--- src/rtl/fluid_level_warn.sv ---
// Per-channel debounced low-level warning with a recovery hysteresis threshold.
// Define WARN_LATCH_EN to hold each warning after recovery until it is acknowledged.
module fluid_level_warn #(
  parameter int unsigned WIDTH    = 32,
  parameter int unsigned CHANNELS = 4,
  parameter int unsigned DEBOUNCE = 8
) (
  input  logic                                           clock,
  input  logic                                           reset,
  input  logic        [CHANNELS*WIDTH-1:0]               level,
  input  logic signed [WIDTH-1:0]                        thr_low,
  input  logic signed [WIDTH-1:0]                        thr_high,
  input  logic        [CHANNELS-1:0]                     ack,
  output logic        [CHANNELS-1:0]                     warn,
  output logic                                           warn_any,
  output logic        [(CHANNELS > 1 ? $clog2(CHANNELS) : 1)-1:0] first_ch
);

  localparam int unsigned CntW = $clog2(DEBOUNCE + 1);
  localparam int unsigned IdxW = (CHANNELS > 1) ? $clog2(CHANNELS) : 1;
  localparam logic [CntW-1:0] CntLast = CntW'(DEBOUNCE - 1);

`ifdef WARN_LATCH_EN
  typedef enum logic [2:0] {StOk, StPend, StWarn, StClr, StLatched} state_e;
  localparam state_e StRecovered = StLatched;
`else
  typedef enum logic [2:0] {StOk, StPend, StWarn, StClr} state_e;
  localparam state_e StRecovered = StOk;
  logic ack_unused;
  assign ack_unused = ^ack;
`endif

  state_e              state_q [CHANNELS];
  state_e              state_d [CHANNELS];
  logic [CntW-1:0]     cnt_q   [CHANNELS];
  logic [CntW-1:0]     cnt_d   [CHANNELS];
  logic [CHANNELS-1:0] low, high, warn_d, warn_q;
  logic                warn_any_q;
  logic [IdxW-1:0]     first_ch_d, first_ch_q;
  logic signed [WIDTH-1:0] thr_rec;

  // Recovery never sits below the low threshold, even if thr_high is misprogrammed.
  assign thr_rec = (thr_high >= thr_low) ? thr_high : thr_low;

  always_comb begin
    for (int i = 0; i < CHANNELS; i++) begin
      low[i]   = $signed(level[i*WIDTH +: WIDTH]) < thr_low;
      high[i]  = $signed(level[i*WIDTH +: WIDTH]) >= thr_rec;
      state_d[i] = state_q[i];
      cnt_d[i]   = '0;
      unique case (state_q[i])
        StOk: begin
          if (low[i]) begin
            if (DEBOUNCE == 1) begin
              state_d[i] = StWarn;
            end else begin
              state_d[i] = StPend;
              cnt_d[i]   = CntW'(1);
            end
          end
        end
        StPend: begin
          if (!low[i]) begin
            state_d[i] = StOk;
          end else if (cnt_q[i] == CntLast) begin
            state_d[i] = StWarn;
          end else begin
            cnt_d[i] = cnt_q[i] + CntW'(1);
          end
        end
        StWarn: begin
          if (high[i]) begin
            if (DEBOUNCE == 1) begin
              state_d[i] = StRecovered;
            end else begin
              state_d[i] = StClr;
              cnt_d[i]   = CntW'(1);
            end
          end
        end
        StClr: begin
          if (!high[i]) begin
            state_d[i] = StWarn;
          end else if (cnt_q[i] == CntLast) begin
            state_d[i] = StRecovered;
          end else begin
            cnt_d[i] = cnt_q[i] + CntW'(1);
          end
        end
`ifdef WARN_LATCH_EN
        StLatched: begin
          if (low[i]) begin
            state_d[i] = StWarn;
          end else if (ack[i]) begin
            state_d[i] = StOk;
          end
        end
`endif
        default: state_d[i] = StOk;
      endcase
      warn_d[i] = (state_d[i] != StOk) && (state_d[i] != StPend);
    end
  end

  // Lowest-numbered warning channel wins; scan downward so it is written last.
  always_comb begin
    first_ch_d = '0;
    for (int i = CHANNELS - 1; i >= 0; i--) begin
      if (warn_d[i]) first_ch_d = IdxW'(i);
    end
  end

  always_ff @(posedge clock) begin
    if (reset) begin
      for (int i = 0; i < CHANNELS; i++) begin
        state_q[i] <= StOk;
        cnt_q[i]   <= '0;
      end
      warn_q     <= '0;
      warn_any_q <= 1'b0;
      first_ch_q <= '0;
    end else begin
      for (int i = 0; i < CHANNELS; i++) begin
        state_q[i] <= state_d[i];
        cnt_q[i]   <= cnt_d[i];
      end
      warn_q     <= warn_d;
      warn_any_q <= |warn_d;
      first_ch_q <= first_ch_d;
    end
  end

  assign warn     = warn_q;
  assign warn_any = warn_any_q;
  assign first_ch = first_ch_q;

endmodule

--- config.mk ---
export PLATFORM = sky130hd
export DESIGN_NAME = fluid_level_warn
export DESIGN_NICKNAME = d
export VERILOG_FILES = /design/src/rtl/fluid_level_warn.sv
export SDC_FILE = /design/constraint.sdc
export NUM_CORES = 1
export LEC_CHECK = 0
export ABC_AREA = 1
export CAP_MARGIN = 0
export CORE_UTILIZATION = 31
export DETAILED_ROUTE_END_ITERATION = 8
export DONT_BUFFER_PORTS = 1
export PLACE_DENSITY = 0.51
export SETUP_SLACK_MARGIN = 0.05
export SYNTH_ARGS = -nofsm -noshare
export SYNTH_HDL_FRONTEND = slang
export SYNTH_SLANG_ARGS = --single-unit
--- constraint.sdc ---
create_clock -name clock -period 6.7 [get_ports clock]
set_clock_uncertainty 0.15 [all_clocks]
set_input_delay 2.01 -clock clock [delete_from_list [all_inputs] [get_ports clock]]
set_output_delay 2.01 -clock clock [all_outputs]
set_load 0.05 [all_outputs]
==> results.py <==
metrics = {
    "grt": {
        "grt_pass1_vias": 7989,
        "antenna_found_initial": 0,
        "overflow": 0,
        "grt_max_degree": 33,
        "grt_use_total": 0.201,
        "grt_pass1_wl_um": 43500,
    },
    "hold_path": {
        "hold_path.class": "reg -> reg",
    },
    "finish": {
        "fin_nets": 1730,
        "fillerInstances": 2853,
        "diodes": 0,
        "area_growth_pct": 12.5,
        "drive_gt1_frac": 0.0769,
    },
    "worst_setup_path": {
        "cp.required_ps": 6750,
        "endpoint_kind": "flop",
        "worst_ep_arrival_time_ps": 6270,
        "crit_type": "in -> reg",
        "cp-start-kind": "input pin",
        "crit_path_max_fanout": 32,
    },
    "synthesis": {
        "synth_seq_cells": 35,
        "yosysTopAreaCell": "ha_1",
        "synth-warning-count": 0,
        "ys.flop_type": "dfxtp_1",
        "synth.area.top_cells": "ha_1 42%, nand2_1 11%, a21oi_1 9.3%, dfxtp_1 8.4%, inv_1 5.4%",
        "synth.most_common_cell": "ha_1",
        "synth_top_area_frac": 0.425,
        "synth_edf_count": 0,
        "synthTopCellsByCount": "284 x ha_1, 236 x nand2_1, 156 x a21oi_1, 121 x inv_1, 101 x nor2_1",
        "synth-seq-area-share": 0.0837,
        "avgSynthCellArea_um2": 7.07,
        "syn_inst": 1184,
        "synthesis.area_um2": 8370,
        "synthArstFlopShare": 0,
        "synth_cell_types": 46,
    },
    "status": {
        "violations": "design-rule violations",
        "status": "complete, but fails checks",
    },
    "sta": {
        "hold_violations": 0,
        "fin_crit_sh": 0.928,
        "slew_headroom": 0.526,
        "tightest_slew_ps": 704,
        "setup_viol": 0,
        "finalMaxSlewViolations": 0,
        "hold-worst-slack_ps": 334,
        "fin_tns_setup_ps": 0,
        "fin_crit_ps": 6220,
        "rsz0062_at_grt": "true",
        "max_freq_mhz": 161,
    },
    "place": {
        "hpwl_um": 25300,
        "io_buffer_count": 0,
        "gp_congestion": 0.860,
    },
    "drt": {
        "remaining_drc_errors": 18,
        "dr.pass1.iters": 8,
        "routed_wl_um": 28200,
        "routedWlPerCell_um": 17.8,
        "ant_nets": 0,
        "first_iter_violations": 349,
        "viasPerCell": 5.20,
        "vias": 8229,
    },
    "floorplanning": {
        "core_area_um2": 26300,
        "die_w_um": 166,
        "num_io_pins": 205,
        "rows": 59,
        "floorplan.initialDensity": 0.318,
        "die_y_um": 166,
        "dieArea_um2": 27700,
    },
    "cts": {
        "clockBufferDepth": 2,
        "cts_root_buffer": "clkbuf_16",
        "post-cts-setup-buffers": 0,
        "path_clk_slew_ps": 50,
        "cts_buffers": 5,
        "clk_latency_ps": 270,
        "cts_tree": "built",
        "h-tree-depth": 2,
        "cts_sinks": 35,
    },
    "pwr": {
        "p_leak_uw": 0.00482,
        "peakVddDrop_mv": 0.0738,
        "p_per_area_nw_per_um2": 130,
    },
    "job": {
        "drv_cap": 0,
    },
}
repair_timing:
item | 4_1_cts | 5_1_grt
hold buffers | 0 | 0
setup endpoints to repair | 0 | 17
gates resized for setup | 0 | 8
flip-flops by register name, indices dropped and copies added (netlist names):
register,count
cnt_q,16
state_q,12
warn,4
first_ch,2
warn_any,1
metrics by stage:
stage	total power, µW	utilization	instance area, µm²	instances	setup slack, ps
5_1_grt	1370	0.358	9420	1583	35.9
3_3_place_gp	979	0.351	9230	1575	-75.1
6_report	1230	0.358	9420	1583	482
2_1_floorplan	765	-	8380	1187	909
3_5_place_dp	997	0.351	9230	1575	-87.3
4_1_cts	1230	0.357	9380	1582	153
critical path, stage by stage:
cell and delay (ps):
inv_1 40, ha_1 300, a21oi_1 140, o21ai_0 200, nand2_1 120, nand2_1 70
a21oi_1 240, nand3_2 220, nand3_4 250, buf_12 220, nor2_1 60, a21oi_1 340
ha_1 330, nand2_1 80, nor2_1 60, nand4_1 190, a31oi_1 110, a2111oi_0 420
buf_4 200, nand2_1 50, nand2_1 70, nand3_2 100, nand2_1 80, nand2_1 60
nand2_2 120, inv_2 60, a21oi_1 130
power breakdown:
group	switching, µW	internal (µW)	total (µW)
logic	460	326	785
registers	4.50	214	218
clock network	79.5	145	224
cell type report:
type | instances | area (µm²) | area share
timing repair buffer | 60 | 463 | 0.0492
clock buffer | 6 | 139 | 0.0148
clock inverter | 1 | 5.00 | 0.000532
multi-input combinational | 1024 | 7230 | 0.768
inverter | 122 | 458 | 0.0486
tap | 335 | 419 | 0.0445
sequential | 35 | 701 | 0.0744
cells by family (layout without fill, tap and decap cells):
group / Yosys count / in the layout / synth area share
buf+inv: 129 / 189 / 0.0579
other cells: 1 / 4 / 0.000448
xor+xnor: 5 / 5 / 0.00523
fa+ha+maj: 284 / 284 / 0.425
simple gates: 471 / 472 / 0.249
flops: 35 / 35 / 0.0837
compound gates: 259 / 259 / 0.179
metal layers:
metal	routed length [µm]	up-vias	GRT usage
met1	12500	3657	0.248
met5	0	-	0
li1	-	4368	-
met4	209	0	0.0238
met3	2150	10	0.0491
met2	13300	194	0.361
path summary, 6_finish.rpt:
path	end	start	depth (start not counted)	slack, ps
max	first_ch[0]	thr_low[27]	27	480
min	cnt_q[3][0]	cnt_q[3][0]	1	330
max reg2reg	first_ch[0]	cnt_q[1][0]	9	4950
min reg2reg	cnt_q[3][0]	cnt_q[3][0]	1	330
cells in the final DEF, fill, tap and decap left out, drive strengths merged, types with 5 or more instances in the layout:
| cell type | n |
|---|---|
| nand4 | 37 |
| nor4 | 10 |
| a211oi | 16 |
| ha | 284 |
| o21bai | 6 |
| o21ai | 30 |
| a21oi | 157 |
| clkbuf | 6 |
| dfxtp | 35 |
| a31oi | 7 |
| o221ai | 5 |
| nor2 | 103 |
| a2111oi | 5 |
| buf | 60 |
| nand2 | 242 |
| nor3 | 14 |
| o2111ai | 5 |
| inv | 122 |
| o21a | 6 |
| nand3 | 55 |
| o211ai | 9 |
Power figures use the tool's default switching activity.
